File: config.mk
export PLATFORM = sky130hd
export DESIGN_NAME = ex_stage_flat
export DESIGN_NICKNAME = d
export VERILOG_FILES = /design/src/rtl/ex_stage_if.sv /design/src/rtl/ex_stage.sv /design/src/flat_wrapper.sv
export SDC_FILE = /design/constraint.sdc
export NUM_CORES = 1
export LEC_CHECK = 0
export CAP_MARGIN = 20
export CORE_MARGIN = 2
export CORE_UTILIZATION = 57
export DETAILED_ROUTE_END_ITERATION = 10
export PLACE_DENSITY_LB_ADDON = 0.25
export REMOVE_ABC_BUFFERS = 1
export SLEW_MARGIN = 20
export SYNTH_ARGS = -nofsm -noshare
export SYNTH_HDL_FRONTEND = slang
export SYNTH_SLANG_ARGS = --single-unit
File: constraint.sdc
create_clock -name clk_i -period 4.15 [get_ports clk_i]
set_input_delay 0.83 -clock clk_i [delete_from_list [all_inputs] [get_ports clk_i]]
set_output_delay 0.83 -clock clk_i [all_outputs]
set_load 0.03 [all_outputs]
File: src/rtl/ex_stage_if.sv
// Handshake and result-record bus between the register-file stage, ex_stage and
// memory/writeback. The stage uses the slave view; the upstream/downstream environment uses master.
interface ex_stage_if;
   logic        in_valid_i;
   logic        in_ready_o;
   logic [31:0] IR_i;
   logic [31:0] pc_i;
   logic [31:0] data1_i;
   logic [31:0] data2_i;
   logic        out_valid_o;
   logic        out_ready_i;
   logic [31:0] result_o;
   logic [31:0] store_o;
   logic [5:0]  writenum_o;
   logic        mem_rd_o;
   logic        mem_wr_o;
   logic        br_taken_o;
   logic [31:0] br_target_o;

   modport slave (
      input  in_valid_i, IR_i, pc_i, data1_i, data2_i, out_ready_i,
      output in_ready_o, out_valid_o, result_o, store_o, writenum_o,
             mem_rd_o, mem_wr_o, br_taken_o, br_target_o
   );

   modport master (
      output in_valid_i, IR_i, pc_i, data1_i, data2_i, out_ready_i,
      input  in_ready_o, out_valid_o, result_o, store_o, writenum_o,
             mem_rd_o, mem_wr_o, br_taken_o, br_target_o
   );
endinterface

File: src/rtl/ex_stage.sv
// MS108 execute stage: single-cycle ALU/shift/compare/address ops plus a
// shift-add multiplier, emitting one held result record per accepted instruction.
module ex_stage #(
   parameter int MUL_CYCLES = 32
) (
   input  logic      clk_i,
   input  logic      rst_n_i,
   ex_stage_if.slave bus
);
   localparam int            CW        = $clog2(MUL_CYCLES + 1);
   localparam logic [CW-1:0] LAST_ITER = CW'(MUL_CYCLES - 1);

   localparam logic [3:0] OP_LW    = 4'h0;
   localparam logic [3:0] OP_SW    = 4'h1;
   localparam logic [3:0] OP_LI    = 4'h2;
   localparam logic [3:0] OP_ADDU  = 4'h3;
   localparam logic [3:0] OP_ADDIU = 4'h4;
   localparam logic [3:0] OP_SLL   = 4'h5;
   localparam logic [3:0] OP_MUL   = 4'h6;
   localparam logic [3:0] OP_BGE   = 4'h7;
   localparam logic [3:0] OP_J     = 4'h8;
   localparam logic [3:0] OP_MULI  = 4'h9;

   typedef enum logic [1:0] {
      ST_IDLE = 2'd0,
      ST_MUL  = 2'd1,
      ST_OUT  = 2'd2
   } state_t;

   state_t        state_q, state_d;
   logic [CW-1:0] cnt_q, cnt_d;
   logic [31:0]   acc_q, acc_d;
   logic [31:0]   mcand_q, mcand_d;
   logic [31:0]   mplier_q, mplier_d;
   logic          out_valid_q, out_valid_d;
   logic [31:0]   result_q, result_d;
   logic [31:0]   store_q, store_d;
   logic [5:0]    wn_q, wn_d;
   logic          mem_rd_q, mem_rd_d;
   logic          mem_wr_q, mem_wr_d;
   logic          br_taken_q, br_taken_d;
   logic [31:0]   br_target_q, br_target_d;

   logic          in_ready_s;
   logic          accept_s;
   logic [3:0]    op_s;
   logic [4:0]    ra_s;
   logic [31:0]   sx18_s;
   logic [31:0]   acc_sum_s;

   assign op_s       = bus.IR_i[31:28];
   assign ra_s       = bus.IR_i[27:23];
   assign sx18_s     = {{14{bus.IR_i[17]}}, bus.IR_i[17:0]};
   assign acc_sum_s  = acc_q + (mplier_q[0] ? mcand_q : 32'd0);
   // Ready is held low during reset so every output reads 0 while rst_n_i is asserted.
   assign in_ready_s = rst_n_i && ((state_q == ST_IDLE) || ((state_q == ST_OUT) && bus.out_ready_i));
   assign accept_s   = bus.in_valid_i && in_ready_s;

   // Next-state: multiplier iteration, record hand-off, then decode of an accepted instruction.
   always_comb begin
      state_d     = state_q;
      cnt_d       = cnt_q;
      acc_d       = acc_q;
      mcand_d     = mcand_q;
      mplier_d    = mplier_q;
      out_valid_d = out_valid_q;
      result_d    = result_q;
      store_d     = store_q;
      wn_d        = wn_q;
      mem_rd_d    = mem_rd_q;
      mem_wr_d    = mem_wr_q;
      br_taken_d  = 1'b0;
      br_target_d = br_target_q;
      case (state_q)
         ST_MUL: begin
            acc_d    = acc_sum_s;
            mcand_d  = {mcand_q[30:0], 1'b0};
            mplier_d = {1'b0, mplier_q[31:1]};
            cnt_d    = cnt_q + CW'(1);
            if (cnt_q == LAST_ITER) begin
               state_d     = ST_OUT;
               out_valid_d = 1'b1;
               result_d    = acc_sum_s;
            end else begin
               state_d = ST_MUL;
            end
         end
         ST_OUT: begin
            if (bus.out_ready_i) begin
               state_d     = ST_IDLE;
               out_valid_d = 1'b0;
            end else begin
               state_d = ST_OUT;
            end
         end
         default: begin
            state_d = ST_IDLE;
         end
      endcase
      if (accept_s) begin
         state_d     = ST_OUT;
         out_valid_d = 1'b1;
         result_d    = 32'd0;
         store_d     = 32'd0;
         wn_d        = 6'd0;
         mem_rd_d    = 1'b0;
         mem_wr_d    = 1'b0;
         br_target_d = 32'd0;
         case (op_s)
            OP_LW: begin
               result_d = bus.data1_i + sx18_s;
               mem_rd_d = 1'b1;
               wn_d     = {1'b1, ra_s};
            end
            OP_SW: begin
               result_d = bus.data1_i + sx18_s;
               store_d  = bus.data2_i;
               mem_wr_d = 1'b1;
            end
            OP_LI: begin
               result_d = {{9{bus.IR_i[22]}}, bus.IR_i[22:0]};
               wn_d     = {1'b1, ra_s};
            end
            OP_ADDU: begin
               result_d = bus.data1_i + bus.data2_i;
               wn_d     = {1'b1, ra_s};
            end
            OP_ADDIU: begin
               result_d = bus.data1_i + sx18_s;
               wn_d     = {1'b1, ra_s};
            end
            OP_SLL: begin
               result_d = bus.data1_i << bus.IR_i[4:0];
               wn_d     = {1'b1, ra_s};
            end
            OP_MUL, OP_MULI: begin
               state_d     = ST_MUL;
               out_valid_d = 1'b0;
               wn_d        = {1'b1, ra_s};
               acc_d       = 32'd0;
               cnt_d       = {CW{1'b0}};
               mcand_d     = bus.data1_i;
               mplier_d    = (op_s == OP_MUL) ? bus.data2_i : sx18_s;
            end
            OP_BGE: begin
               if ($signed(bus.data1_i) >= $signed(bus.data2_i)) begin
                  br_taken_d  = 1'b1;
                  br_target_d = bus.pc_i + sx18_s;
               end else begin
                  br_taken_d  = 1'b0;
               end
            end
            OP_J: begin
               br_taken_d  = 1'b1;
               br_target_d = {bus.pc_i[31:28], bus.IR_i[27:0]};
            end
            default: begin
               result_d = 32'd0;
            end
         endcase
      end else begin
         br_taken_d = 1'b0;
      end
   end

   // State, multiplier datapath and registered record outputs.
   always_ff @(posedge clk_i or negedge rst_n_i) begin
      if (!rst_n_i) begin
         state_q     <= ST_IDLE;
         cnt_q       <= {CW{1'b0}};
         acc_q       <= 32'd0;
         mcand_q     <= 32'd0;
         mplier_q    <= 32'd0;
         out_valid_q <= 1'b0;
         result_q    <= 32'd0;
         store_q     <= 32'd0;
         wn_q        <= 6'd0;
         mem_rd_q    <= 1'b0;
         mem_wr_q    <= 1'b0;
         br_taken_q  <= 1'b0;
         br_target_q <= 32'd0;
      end else begin
         state_q     <= state_d;
         cnt_q       <= cnt_d;
         acc_q       <= acc_d;
         mcand_q     <= mcand_d;
         mplier_q    <= mplier_d;
         out_valid_q <= out_valid_d;
         result_q    <= result_d;
         store_q     <= store_d;
         wn_q        <= wn_d;
         mem_rd_q    <= mem_rd_d;
         mem_wr_q    <= mem_wr_d;
         br_taken_q  <= br_taken_d;
         br_target_q <= br_target_d;
      end
   end

   assign bus.in_ready_o  = in_ready_s;
   assign bus.out_valid_o = out_valid_q;
   assign bus.result_o    = result_q;
   assign bus.store_o     = store_q;
   assign bus.writenum_o  = wn_q;
   assign bus.mem_rd_o    = mem_rd_q;
   assign bus.mem_wr_o    = mem_wr_q;
   assign bus.br_taken_o  = br_taken_q;
   assign bus.br_target_o = br_target_q;
endmodule

File: src/flat_wrapper.sv
// flat-port wrapper written by rule: the top's interface ports become plain ports
module ex_stage_flat 
#(
   parameter int MUL_CYCLES = 32
)
  (clk_i, rst_n_i, bus_in_valid_i, bus_IR_i, bus_pc_i, bus_data1_i, bus_data2_i, bus_out_ready_i, bus_in_ready_o, bus_out_valid_o, bus_result_o, bus_store_o, bus_writenum_o, bus_mem_rd_o, bus_mem_wr_o, bus_br_taken_o, bus_br_target_o);
  ex_stage_if bus_i ();
  input  logic clk_i;
  input  logic rst_n_i;
  input wire logic [$bits(bus_i.in_valid_i)-1:0] bus_in_valid_i;
  input wire logic [$bits(bus_i.IR_i)-1:0] bus_IR_i;
  input wire logic [$bits(bus_i.pc_i)-1:0] bus_pc_i;
  input wire logic [$bits(bus_i.data1_i)-1:0] bus_data1_i;
  input wire logic [$bits(bus_i.data2_i)-1:0] bus_data2_i;
  input wire logic [$bits(bus_i.out_ready_i)-1:0] bus_out_ready_i;
  output wire logic [$bits(bus_i.in_ready_o)-1:0] bus_in_ready_o;
  output wire logic [$bits(bus_i.out_valid_o)-1:0] bus_out_valid_o;
  output wire logic [$bits(bus_i.result_o)-1:0] bus_result_o;
  output wire logic [$bits(bus_i.store_o)-1:0] bus_store_o;
  output wire logic [$bits(bus_i.writenum_o)-1:0] bus_writenum_o;
  output wire logic [$bits(bus_i.mem_rd_o)-1:0] bus_mem_rd_o;
  output wire logic [$bits(bus_i.mem_wr_o)-1:0] bus_mem_wr_o;
  output wire logic [$bits(bus_i.br_taken_o)-1:0] bus_br_taken_o;
  output wire logic [$bits(bus_i.br_target_o)-1:0] bus_br_target_o;
  assign bus_i.in_valid_i = bus_in_valid_i;
  assign bus_i.IR_i = bus_IR_i;
  assign bus_i.pc_i = bus_pc_i;
  assign bus_i.data1_i = bus_data1_i;
  assign bus_i.data2_i = bus_data2_i;
  assign bus_i.out_ready_i = bus_out_ready_i;
  assign bus_in_ready_o = bus_i.in_ready_o;
  assign bus_out_valid_o = bus_i.out_valid_o;
  assign bus_result_o = bus_i.result_o;
  assign bus_store_o = bus_i.store_o;
  assign bus_writenum_o = bus_i.writenum_o;
  assign bus_mem_rd_o = bus_i.mem_rd_o;
  assign bus_mem_wr_o = bus_i.mem_wr_o;
  assign bus_br_taken_o = bus_i.br_taken_o;
  assign bus_br_target_o = bus_i.br_target_o;
  ex_stage #(.MUL_CYCLES(MUL_CYCLES)) u_core (.clk_i(clk_i), .rst_n_i(rst_n_i), .bus(bus_i));
endmodule
==> summary.txt <==
Synthesis
  – Fraction of registers with async set/reset: 100%
  – Post-synth top cells: 210 x dfrtp_1, 171 x nand2_1, 164 x a21oi_1
  – Synth area leader: dfrtp_1
  – Ys Warns: 0
  – Cells after synthesis: 1934
  – Netlist Area Pre-Place: 0.0171 mm2
  – Synth cell types: 81
  – FF+latch count, synth: 210
  – Register area share after synthesis: between 30% and 40%
  – Synth area leaders: dfrtp_1 31%, ha_1 10%, mux2i_1 8.3%
  – Synth top area share: 30.8%
  – Post-synth EDFFs: 0
  – Most frequent cell after synthesis: dfrtp_1
  – Syn Area/Cell: 8.82 um2
  – Most common flop cell mapped by yosys: dfrtp_1

Die
  – I/O Pins: 239
  – Die Y: 177 um
  – Core area: 0.0296 mm2
  – Die W: 177 um
  – Total die area: 0.0313 mm2
  – # rows: 63
  – Initial core utilization: 57.7%

Routing
  – Vias per cell: 6.36
  – Final wirelength: between 50000 and 60000 um
  – Routed WL per cell: 22.3 um
  – Drt drc: 0
  – DR iter-0 viols: 1471
  – Vias: 17100
  – Drt first pass iters: 9
  – DRT antenna net count: 0

Power
  – Power per cell area: 490 mW/mm2
  – Leakage: 9.72 nW
  – Overall Power: 10.8 mW
  – Worst vdd ir: 0.368 mV

Timing
  – Max Fclk: 257 MHz
  – Final period util: 93.8%
  – Crit path time final: 3.89 ns
  – Rel. slew slack: 40.5%
  – Final Hold Vio Count: 0
  – RSZ-0062 raised after global routing: no
  – Actual slew at the worst max-slew pin: 0.892 ns
  – Setup Viol. Count Final: 0
  – Min Hold Slack: 0.161 ns
  – Clock skew: 0.0178 ns
  – Slew Limit Fails: 0

Clock tree
  – H-tree depth: 1
  – CTS tree: built
  – Clock transition at path regs: 0.06 ns
  – Clock tree buffer depth: 3
  – Clock Latency Late Sink: 0.55 ns
  – Root buf cell: clkbuf_16
  – Setup Buffers After CTS: 0
  – CTS Sinks: 210
  – Hold Buf Count CTS: 0
  – TritonCTS buffer count: 26

Critical path
  – CP arrival: 4.33 ns
  – Most used cell, CP: buf_4
  – Setup Crit Path Kind: input port to flip-flop
  – Setup crit end kind: flip-flop
  – Startpoint class of the critical path: input port
  – Worst Path Max Fanout: 5
  – R2R Path Start: u_core.mplier_q[0]
  – Worst r2r path cells: 13
  – CP startpoint: bus_IR_i[30]
  – WP data required: approximately 4.6 ns
  – Slowest stage delay, CP: between 0.5 and 0.6 ns
  – CP max stage cell: a222oi_1
  – Sequence of cells on the critical path: clkdlybuf4s50_1 -> a21oi_2 -> nor2b_4 -> buf_4 -> nand2_1 -> o21ai_0 -> ha_1 -> a21o_1 -> nand4_1 -> a32oi_1 -> a311oi_1 -> buf_4 -> o21bai_1 -> xor2_1 -> a222oi_1 -> buf_4 -> o21ai_0 -> o21a_1

Final layout
  – NumNets Final: approximately 2500
  – Share of layout cells above drive strength 1: 12.3%
  – Layout area overhead: 28.8%
  – Area taken by multi-input logic gates: 0.0112 mm2
  – Layout fillers: 2171
  – Finished Layout Cells: ~2700
  – FF+latch area: 0.00526 mm2
  – Design area: 0.0220 mm2

Global route
  – Initial antenna violation count: 2
  – Largest net degree at the start of global routing: 85
  – Global-route wire length before repair: just over 90000 um
  – Number of global-route vias before repair: 17000
  – GRT overflow: 0
  – Gr usage total: a little under two fifths

Worst hold path
  – Hold Path Class: input port to async pin

Placement
  – Placed cell areas: 0.0210 mm2
  – Post-DP HPWL: 45800 um
  – GP Congestion: 0.974
  – Port Buffers: 238
  – Placed Cells incl. Taps: 2639

Run status
  – Status: finished, final reports clean

Run
  – Number of max-cap violations: 0
## registers in the layout, indices dropped and copies added (netlist names)
register and cells:
u_core.bus.writenum_o 6, u_core.state_q 2, u_core.bus.br_taken_o 1, u_core.acc_q 32
u_core.bus.mem_rd_o 1, u_core.bus.store_o 32, u_core.bus.out_valid_o 1, u_core.bus.br_target_o 32
u_core.bus.mem_wr_o 1, u_core.bus.result_o 32, u_core.mcand_q 32, u_core.mplier_q 32
u_core.cnt_q 6
## layout make-up
type	count	area share, %
clock buffers	39	3.60
well taps	390	2.22
inverters	54	0.923
repair buffers	432	17.8
multi-input cells	1554	51.0
clock inverters	9	0.473
diodes	1	0.0114
flip-flops and latches	210	23.9
## kinds of logic after synthesis
kind of cell    synth area share (%)
mux                             10.4
simple gates                    13.6
buf+inv                         3.91
fa+ha+maj                       10.3
xor+xnor                        4.31
compound gates                  26.6
flops                           30.8
## critical path, delay by kind of cell
kind	cells	cell delay [ns]
adders and majority gates	1	0.30
xor gates and xnor gates	1	0.15
buffers and inverters	4	0.96
AOI/OAI and AO/OA	9	1.71
and+or+nand+nor	3	0.38
## cells in the final DEF, fill, tap and decap left out, types with 8 or more instances in the layout
| cell | count |
|---|---|
| a211oi_1 | 52 |
| a21o_1 | 69 |
| a21oi_1 | 163 |
| a221oi_1 | 9 |
| a222oi_1 | 12 |
| a22o_1 | 37 |
| a31oi_1 | 17 |
| and2_1 | 37 |
| and3_1 | 18 |
| buf_4 | 187 |
| clkbuf_16 | 27 |
| clkbuf_8 | 8 |
| clkdlybuf4s50_1 | 235 |
| dfrtp_1 | 210 |
| ha_1 | 135 |
| inv_1 | 54 |
| mux2i_1 | 142 |
| mux4_2 | 14 |
| nand2_1 | 169 |
| nand2b_1 | 14 |
| nand3_1 | 29 |
| nand4_1 | 22 |
| nor2_1 | 100 |
| nor2b_1 | 31 |
| nor3_1 | 14 |
| o211ai_1 | 16 |
| o21a_1 | 31 |
| o21ai_0 | 158 |
| o21ai_1 | 25 |
| o21bai_1 | 11 |
| o22ai_1 | 10 |
| xnor2_1 | 49 |
| xor2_1 | 35 |
## report_power, final
part           internal (mW)  total [mW]  switching [mW]
combinational           2.29        5.35            3.06
sequential              2.62        3.03           0.418
clock                   1.44        2.38           0.948
total                   6.34        10.8            4.42
## per-layer routing
| metal | routed length [um] | up-vias | track usage (%) |
|---|---|---|---|
| met5 | 13 | - | 0 |
| met4 | 2050 | 2 | 12.8 |
| met3 | 5710 | 134 | 7.69 |
| met2 | 27200 | 852 | 59.5 |
| met1 | 24900 | 8229 | 51.2 |
| li1 | - | 7898 | - |
## stage by stage
stage          TNS (ns)  utilization [%]  setup WS (ns)
2_1_floorplan   -167.88                -          -2.06
3_3_place_gp      -2.69             71.1         -0.249
3_5_place_dp      -2.87             71.1         -0.279
4_1_cts               0             74.1          0.252
5_1_grt               0             74.3         0.0447
6_report              0             74.3          0.255
## path summary, 6_finish.rpt
path / to / slack (ns)
max in group asynchronous: u_core.mcand_q[26] / 2.30
setup / recovery: u_core.bus.result_o[13] / 0.26
hold reg to reg: u_core.bus.writenum_o[5] / 0.48
setup reg to reg: u_core.bus.result_o[24] / 0.45
hold / removal: u_core.bus.store_o[2] / 0.16
min in group clk_i: u_core.bus.writenum_o[5] / 0.48
## timing repair
item                                   4_1_cts  5_1_grt
gates resized for setup                      0        4
setup endpoints to repair                    0        5
endpoints found under the hold margin        0        0
Power figures use the tool's default switching activity.
